<file path="config.mk">
export PLATFORM = sky130hd
export DESIGN_NAME = main_memory
export DESIGN_NICKNAME = d
export VERILOG_FILES = /design/src/rtl/cache_pkg.sv /design/src/rtl/main_memory_array.sv /design/src/rtl/main_memory.sv
export SDC_FILE = /design/constraint.sdc
export NUM_CORES = 1
export LEC_CHECK = 0
export BUFFER_PORTS_ARGS = -buffer_cell sky130_fd_sc_hd__buf_2
export CAP_MARGIN = 20
export CORE_MARGIN = 4
export CORE_UTILIZATION = 50
export CTS_CLUSTER_DIAMETER = 200
export CTS_CLUSTER_SIZE = 12
export DETAILED_ROUTE_END_ITERATION = 8
export PLACE_DENSITY = 0.71
export SKIP_LAST_GASP = 1
export SLEW_MARGIN = 25
export SYNTH_ARGS = -nofsm -noshare
export SYNTH_HDL_FRONTEND = slang
export SYNTH_SLANG_ARGS = --single-unit
</file>
<file path="constraint.sdc">
create_clock -name clk -period 2.7 [get_ports clk]
set_input_delay 0.405 -clock clk [delete_from_list [all_inputs] [get_ports clk]]
set_output_delay 0.405 -clock clk [all_outputs]
set_load 0.01 [all_outputs]
</file>
<file path="src/rtl/cache_pkg.sv">
// Shared cache/memory protocol definitions: geometry constants, the memory
// responder state encoding and the request bus typedefs.
package cache_pkg;

    localparam int ADDR_BITS      = 12;
    localparam int OFFSET_BITS    = 6;
    localparam int CACHELINE_BITS = 1;
    localparam int LINE_ADDR_BITS = ADDR_BITS - OFFSET_BITS;

    typedef enum logic [1:0] {
        INIT = 2'd0,
        IDLE = 2'd1,
        WAIT = 2'd2,
        RESP = 2'd3
    } mem_state_t;

    typedef struct packed {
        logic                      valid;
        logic                      rw;
        logic [LINE_ADDR_BITS-1:0] addr;
        logic [CACHELINE_BITS-1:0] data;
    } bus_req_t;

    typedef struct packed {
        logic                      valid;
        logic [CACHELINE_BITS-1:0] data;
    } bus_resp_t;

endpackage

</file>
<file path="src/rtl/main_memory_array.sv">
// Flop-based backing store: one synchronous write port, one combinational
// read port, every line reset asynchronously to INIT_VAL.
module main_memory_array
    import cache_pkg::*;
#(
    parameter int                ADDR_W   = LINE_ADDR_BITS,
    parameter int                DATA_W   = CACHELINE_BITS,
    parameter logic [DATA_W-1:0] INIT_VAL = '0
) (
    input  logic              clk,
    input  logic              rst_ni,
    input  logic              we_i,
    input  logic [ADDR_W-1:0] waddr_i,
    input  logic [DATA_W-1:0] wdata_i,
    input  logic [ADDR_W-1:0] raddr_i,
    output logic [DATA_W-1:0] rdata_o
);

    localparam int DEPTH = 1 << ADDR_W;

    logic [DATA_W-1:0] mem_q [DEPTH];

    always_ff @(posedge clk or negedge rst_ni) begin
        if (!rst_ni) begin
            for (int i = 0; i < DEPTH; i++) begin
                mem_q[i] <= INIT_VAL;
            end
        end else if (we_i) begin
            mem_q[waddr_i] <= wdata_i;
        end
    end

    assign rdata_o = mem_q[raddr_i];

endmodule

</file>
<file path="src/rtl/main_memory.sv">
// Main-memory responder for the L2 memory channel: one outstanding
// line request, fixed read/write latency, single-cycle response pulse.
module main_memory
    import cache_pkg::*;
#(
    parameter int                MEM_ADDR_W = LINE_ADDR_BITS,
    parameter int                LINE_W     = CACHELINE_BITS,
    parameter int                RD_LAT     = 4,
    parameter int                WR_LAT     = 2,
    parameter logic [LINE_W-1:0] INIT_VAL   = '0
) (
    input  logic                  clk,
    input  logic                  reset_n,
    input  logic                  mem_req_valid,
    input  logic                  mem_req_rw,
    input  logic [MEM_ADDR_W-1:0] mem_req_addr,
    input  logic [LINE_W-1:0]     mem_req_data,
    output logic                  mem_req_ready,
    output logic                  mem_resp_valid,
    output logic [LINE_W-1:0]     mem_resp_data,
    output logic [15:0]           stat_reads,
    output logic [15:0]           stat_writes
);

    if (RD_LAT < 1 || RD_LAT > 15) begin : g_bad_rd_lat
        $error("main_memory: RD_LAT must be within 1..15");
    end
    if (WR_LAT < 1 || WR_LAT > 15) begin : g_bad_wr_lat
        $error("main_memory: WR_LAT must be within 1..15");
    end

    localparam logic [3:0] RD_CNT = 4'(RD_LAT - 1);
    localparam logic [3:0] WR_CNT = 4'(WR_LAT - 1);

    mem_state_t            state_q, state_d;
    logic [3:0]            cnt_q, cnt_d;
    logic                  rw_q;
    logic [MEM_ADDR_W-1:0] addr_q;
    logic [LINE_W-1:0]     data_q;
    logic                  ready_q, ready_d;
    logic                  resp_valid_q, resp_valid_d;
    logic [LINE_W-1:0]     resp_data_q, resp_data_d;
    logic [15:0]           reads_q, writes_q;

    logic                  hs;
    logic                  eff_rw;
    logic [MEM_ADDR_W-1:0] eff_addr;
    logic [LINE_W-1:0]     eff_data;
    logic                  we;
    logic [LINE_W-1:0]     rdata;

    // A zero-latency load enters RESP on the handshake edge itself, so the
    // store and the response must see the live request, not the capture.
    assign hs       = (state_q == IDLE) && mem_req_valid;
    assign eff_rw   = hs ? mem_req_rw   : rw_q;
    assign eff_addr = hs ? mem_req_addr : addr_q;
    assign eff_data = hs ? mem_req_data : data_q;

    always_comb begin
        state_d = state_q;
        cnt_d   = cnt_q;
        case (state_q)
            INIT: state_d = IDLE;
            IDLE: begin
                if (hs) begin
                    cnt_d   = mem_req_rw ? WR_CNT : RD_CNT;
                    state_d = (cnt_d == 4'd0) ? RESP : WAIT;
                end
            end
            WAIT: begin
                cnt_d = cnt_q - 4'd1;
                if (cnt_q == 4'd1) begin
                    state_d = RESP;
                end
            end
            default: state_d = IDLE;
        endcase
    end

    assign we           = (state_d == RESP) && eff_rw;
    assign ready_d      = (state_d == IDLE);
    assign resp_valid_d = (state_d == RESP);
    assign resp_data_d  = (state_d == RESP) ? (eff_rw ? eff_data : rdata) : '0;

    always_ff @(posedge clk or negedge reset_n) begin
        if (!reset_n) begin
            state_q      <= INIT;
            cnt_q        <= 4'd0;
            ready_q      <= 1'b0;
            resp_valid_q <= 1'b0;
            resp_data_q  <= '0;
            reads_q      <= 16'd0;
            writes_q     <= 16'd0;
        end else begin
            state_q      <= state_d;
            cnt_q        <= cnt_d;
            ready_q      <= ready_d;
            resp_valid_q <= resp_valid_d;
            resp_data_q  <= resp_data_d;
            if (hs && mem_req_rw) begin
                writes_q <= writes_q + 16'd1;
            end
            if (hs && !mem_req_rw) begin
                reads_q <= reads_q + 16'd1;
            end
        end
    end

    always_ff @(posedge clk) begin
        if (hs) begin
            rw_q   <= mem_req_rw;
            addr_q <= mem_req_addr;
            data_q <= mem_req_data;
        end
    end

    main_memory_array #(
        .ADDR_W   (MEM_ADDR_W),
        .DATA_W   (LINE_W),
        .INIT_VAL (INIT_VAL)
    ) u_array (
        .clk     (clk),
        .rst_ni  (reset_n),
        .we_i    (we),
        .waddr_i (eff_addr),
        .wdata_i (eff_data),
        .raddr_i (eff_addr),
        .rdata_o (rdata)
    );

    assign mem_req_ready  = ready_q;
    assign mem_resp_valid = resp_valid_q;
    assign mem_resp_data  = resp_data_q;
    assign stat_reads     = reads_q;
    assign stat_writes    = writes_q;

endmodule

</file>
---- Yosys cells after proc, flatten, opt, wreduce, memory -nomap -nowiden ----
Index checks and enable logic that the tools add are counted.
word-level totals
  register bits after elaboration ......... 113
  latch bits .............................. 0
  RAM bits ................................ 0
  bits in read-only memories .............. 0
  input port bits ......................... 11
  output and inout bits ................... 35
  word-level logic and storage cells ...... 113
  memories ................................ 0
operators by class
  $add $sub $neg .......................... 3
  multipliers ............................. 0
  divide/modulo/power cells ............... 0
  magnitude comparators ................... 2
  eq/ne operators ......................... 6
  shift operators ......................... 0
  mux-type cells .......................... 18
  bitwise operators ....................... 1
  reductions and logical operators ........ 9
operators with widths
  kind                                                      count
  bitwise mux 64 bit                                        1
  adder 16 x 1 -> 16 bit, second input constant             2
  2-to-1 mux 1 bit                                          8
  case mux 4 bit (2 select lines)                           1
  greater-or-equal comparator 7 bit, second input constant  1
  < comparator 7 x 1 -> 1 bit, second input constant        1
  inverter 6 -> 7 bit                                       1
  binary-select mux 1 bit (select 6 bit)                    1
  demux 1 bit (select 6 bit)                                1
  2-to-1 mux 2 bit                                          3
  2-to-1 mux 6 bit                                          1
  logical AND 1 bit                                         5
  == test 2 x 1 -> 1 bit, second input constant             2
  == test 2 bit, second input constant                      2
  == test 4 x 1 -> 1 bit, second input constant             1
  zero test 4 bit                                           1
  2-to-1 mux 4 bit                                          1
  case mux 2 bit (2 select lines)                           1
  subtractor 4 x 1 -> 4 bit, second input constant          1
  != test 2 bit, second input constant                      1
  AND reduction 2 bit                                       1
  nonzero test 2 bit                                        1
  zero test 1 bit                                           1

---- Depth between registers and ports, before layout ----
  depth after elaboration ................. 9
  depth in mapped cells ................... 12
  mapped depth without buffers ............ 10

---- Cells and area by module ----
Synthesis repeated with hierarchy kept, for this count alone.
second synthesis, totals
  cell total of the unflattened synthesis .. 483
  area total of the unflattened synthesis .. 5590.4 sq um
modules (own cells, without submodules)
  module             instances  cells an instance  area each (sq um)  seq. area each (sq um)
  main_memory_array  1          299                3444.6             1601.5
  main_memory        1          184                2145.8             1186.1

---- Least setup slack after synthesis ----
Ideal clock, no wire load.
  path type ............................... register -> register
  start ................................... register state_q[1]
  end ..................................... register u_array.mem_q[2] in the netlist's numbering
  library setup time ...................... 0.128 ns
  arrival time ............................ 2.411 ns
  data required time ...................... 2.572 ns
  slack ................................... 0.161 ns
  stages on the path, launching flop included .. 10
  path buffers ............................ 1
  clock period less this slack ............ 2.539 ns
  cell sequence ........................... dfrtp_1 > inv_1 > ha_1 > and2b_1 > a21oi_1 > or3b_4 > buf_6 > nor4_4 > and2b_1 > mux2_1
on the way
  word-level cells in the longest chain between the ends .. 9
  elaborated cells between the ends (all ways) .. 18
  classes of those cells .................. 2 x order compare; 3 x eq/ne; 9 x mux; 1 x bitwise; 3 x reduce/logical
ends and longest elaborated chain
  item                                                                                                           line                                  text
  start: declaration                                                                                             main_memory.sv:35                     mem_state_t state_q, state_d;
  start signal: assignment                                                                                       main_memory.sv:95                     state_q <= state_d;
  == test 2 x 1 -> 1 bit                                                                                         main_memory.sv:54, main_memory.sv:62
  logical AND 1 bit                                                                                              main_memory.sv:54                     assign hs = (state_q == IDLE) && mem_req_valid;
  2-to-1 mux 6 bit                                                                                               -
  inverter 6 -> 7 bit (implied by the code)                                                                      main_memory_array.sv:29               mem_q[waddr_i] <= wdata_i;
  greater-or-equal comparator 7 bit (implied by the code) / < comparator 7 x 1 -> 1 bit (equally long branches)  main_memory_array.sv:29
  logical AND 1 bit (implied by the code)                                                                        main_memory_array.sv:29
  2-to-1 mux 1 bit (implied by the code)                                                                         main_memory_array.sv:29
  demux 1 bit (select 6 bit)                                                                                     main_memory_array.sv:29
  bitwise mux 64 bit                                                                                             main_memory_array.sv:29
  end signal: indexed assignment                                                                                 main_memory_array.sv:29
  end: declaration                                                                                               main_memory_array.sv:21               logic [DATA_W-1:0] mem_q [DEPTH];
Several ways; a longest one is shown, not always the timed one.
A chain may end at the register's enable or synchronous reset.

---- Final worst setup path ----
  start ................................... register state_q[1]
  end ..................................... register u_array.mem_q[24] in the netlist's numbering
on the way
  elaborated cells between the ends (all ways) .. 18
  classes of those cells .................. 2 x order compare; 3 x eq/ne; 9 x mux; 1 x bitwise; 3 x reduce/logical
RTL lines
  item                                 line                                  text
  == test 2 x 1 -> 1 bit               main_memory.sv:54, main_memory.sv:62
  logical AND 1 bit                    main_memory.sv:54
  2-to-1 mux 2 bit                     main_memory.sv:65                     if (hs) begin
  case mux 2 bit (2 select lines) (*)  main_memory.sv:62                     case (state_q)
  named net state_d[1]                 main_memory.sv:35
  == test 2 bit (*)                    main_memory.sv:80                     assign we = (state_d == RESP) && eff_rw;
  logical AND 1 bit (*)                main_memory.sv:80
The timed path passes the listed nets; every way through them passes the cells marked *.

==> flow_summary.ini <==
[synthesis]
yosys_most_used_dff = dfrtp_1
synthMuxAreaShare_pct = 14.60
avgSynthCellArea_um2 = 11.05
syn_inst = 529
syn_nets = 547
synth_seq_area_share_pct = 47.71
synth.distinct_cells = 62
synth_compound_area_share_pct = 10.92
synthSimpleGateAreaFrac_pct = 17.22
synth_area_um2 = 5843
synthXorXnorAreaFrac_pct = 4.647
ys_warn_count = 0
synth-seq-cells = 113
synth_edf_count = 0
synthArstFlopShare_pct = 92.92
synth_top_family_by_area = simple AND/OR/NAND/NOR gates
synth_adder_area_share_pct = 1.499

[placement]
numPortBuffers = 45
dp.cells = 746
dp_hpwl_um = 10070
place_ws_ns = -0.006482
gp_congestion = 0.9410
placed_area_um2 = 6589

[timing]
setup_viol = 0
fmax_mhz = 378.7
fin_crit_ns = 2.640
maxSlewViolCount = 0
hold_viol = 0
rsz0062_at_grt = true
maxSlewHeadroom_pct = 63.68
worst_slack_ns = 0.05955
skew_ns = 0.009066
worst_pin_slew_ns = 0.5448
timing.final.crit_share_pct = 97.79

[worst_setup_path]
crit_type = flop to flop
cp-start-kind = flop
critical-path-slowest-cell = or3b_4
critPathCaptureType = flop
required_ns = 2.99
cp_max_fo = 6
crit_arrival_ns = 2.93
max_stage_delay_ns = 0.52
path_cells = inv_1 > ha_2 > o21ai_1 > a21oi_4 > or3b_4 > nor4_4 > buf_4 > nand2_1 > mux2_2

[run]
maxCapViolations = 0

[global_route]
grt_first_pass_wirelength_um = 24240
grt_overflow = 0
grt-busiest-layer = met2
antenna_found_initial = 0
grt_max_degree = 67
met1_usage_pct = 30.91
grt_usage_pct = 23.56
gr-usage-met3_pct = 6.788
grt_pass1_vias = 4598
grt_util_met2_pct = 38.24

[clock_network]
insertion_delay_ns = 0.42
cts_root_buf = clkbuf_16
cts_buffer_depth = 2
htree_levels = 4
clkSinkCount = 113
cts_buffers = 17
clk_pin_slew_ns = 0.05
cts_tree = yes

[finish]
num-nets-final = 647
diodes = 0
multiInputGateArea_um2 = 2908
nFillCells = 894
syn2layout_area_growth_pct = 26.17
layout.cells.non_filler = 785
seqCellArea_um2 = 2788
fin_area_um2 = 7372
drive_gt1_share_pct = 28.19

[detailed_routing]
routed_wl_um = 15190
vias_per_cell = 5.852
vias = 4594
ant_nets = 0
drc = 0
firstDrtPassIters = 5
drtIter0Drc = 358
wl_per_cell_um = 19.35

[floorplanning]
start_util_pct = 51.17
coreArea_um2 = 11420
dieWidth_um = 116.1
num_rows = 39
io_pins = 46
die_h_um = 116.1
die_area_um2 = 13480

[power]
leakagePower_uw = 0.003574
power.total_uw = 7497
ir_drop_uv = 845.9
powerDensity_nw_per_um2 = 1017

[worst_hold_path]
hold_path.class = input pin to flop

[outcome]
outcome = finished, final reports clean
[metrics by stage]
stage	hold WS (ns)	util, %	setup TNS, ns
after floorplan	0.1094	-	0
after global placement	0.4105	57.70	0
after detailed placement	0.4203	57.70	-0.006482
after CTS	0.2854	63.88	0
after global routing	0.3122	64.56	-0.2654
final	0.2980	64.56	0
[critical path, delay by kind of cell (launching register included)]
family                     cells  cell delay (ns)
buffers and inverters          2             0.28
and+or+nand+nor                3             1.02
AOI/OAI and AO/OA              2             0.36
adders and majority gates      1             0.22
muxes                          1             0.26
DFF                            1             0.38
[cell families after synthesis]
family | after synthesis
AOI/OAI and AO/OA | 83
and+or+nand+nor | 180
buffers and inverters | 40
DFF | 113
adders and majority gates | 7
muxes | 75
xor gates and xnor gates | 31
[registers in the layout, indices dropped and copies added (netlist names)]
| register | flops |
|---|---|
| addr_q | 6 |
| cnt_q | 4 |
| data_q | 1 |
| mem_req_ready | 1 |
| mem_resp_data | 1 |
| mem_resp_valid | 1 |
| rw_q | 1 |
| stat_reads | 16 |
| stat_writes | 16 |
| state_q | 2 |
| u_array.mem_q | 64 |
[what timing repair did]
item	CTS	global route
hold buffers	1	0
resized for setup	2	5
cloned	0	1
pin swaps	0	4
endpoints found under the setup margin	1	31
endpoints found under the hold margin	37	0
setup buffers	0	5
[routing by layer]
layer | part of all wire, % | vias up
met5 | 0 | -
met1 | 42 | 2301
li1 | - | 2101
met4 | 2.1 | 0
met3 | 6.8 | 30
met2 | 49 | 162
[cell usage in the layout (no fill, tap or decap), types with 4 or more instances in the layout]
cell type and instances:
nor4_4 8, and4b_1 5, clkinvlp_4 5, nand3_1 17, ha_1 5, buf_2 44
xor2_1 9, o221ai_1 11, nor2_1 30, nand2_1 77, and2b_1 8, bufinv_16 6
mux2_2 16, a211oi_1 4, buf_4 48, dfxtp_1 8, inv_1 17, dfrtp_1 105
and3_1 6, o21ai_0 10, xnor2_1 22, buf_12 7, o22ai_1 13, clkbuf_16 17
mux2_1 56, nand4_1 6, a21oi_1 12
[synthesized netlist by cell type, types with 3 or more instances]
library cell / n / area, µm²
nor2_1: 30 / 112.6
and4b_1: 5 / 50.05
nand3_1: 17 / 85.08
a21oi_1: 13 / 65.06
inv_1: 17 / 63.81
xor2_1: 9 / 78.83
o22ai_1: 13 / 81.33
dfrtp_1: 105 / 2628
buf_6: 3 / 33.78
a211oi_1: 4 / 30.03
or3_1: 3 / 18.77
dfxtp_1: 8 / 160.2
a22o_1: 3 / 26.28
o221ai_1: 11 / 96.34
nand2_1: 77 / 289.0
and3_1: 6 / 37.54
nor3_1: 3 / 15.01
mux2_2: 16 / 180.2
o21ai_0: 10 / 50.05
nor4_4: 8 / 170.2
and4_1: 3 / 26.28
mux2_1: 56 / 630.6
nor2_2: 3 / 18.77
and2b_1: 8 / 60.06
xnor2_1: 22 / 192.7
a31oi_2: 3 / 37.54
nand4_1: 6 / 37.54
buf_2: 6 / 30.03
ha_1: 7 / 87.58
clkbuf_1: 9 / 33.78
[where the power goes]
part	internal, µW	leakage, µW	switching, µW
registers	1880	0.00150	200
clock network	1780	0.000318	812
logic	1140	0.00176	1690
total	4800	0.00357	2700
[layout make-up]
cell class | count | share of cell area [%]
clock buffers | 19 | 6.144
flip-flops and latches | 113 | 37.81
well taps | 143 | 2.427
multi-input cells | 377 | 39.44
clock inverters | 13 | 3.140
repair buffers | 101 | 10.06
inverters | 19 | 0.9674
[final timing paths]
path | start | end | slack (ns) | cells after the start
worst min register to register | stat_writes[15] | stat_writes[15] | 0.46 | 1
max in group asynchronous | reset_n | u_array.mem_q[27] | 1.49 | 3
min in group asynchronous | reset_n | mem_req_ready | 0.51 | 2
worst min-delay path | mem_req_rw | stat_reads[3] | 0.30 | 3
worst max-delay path | state_q[1] | u_array.mem_q[24] | 0.06 | 9
worst max register to register | state_q[1] | u_array.mem_q[24] | 0.06 | 9
No activity file was read; power rests on OpenSTA's default activity.
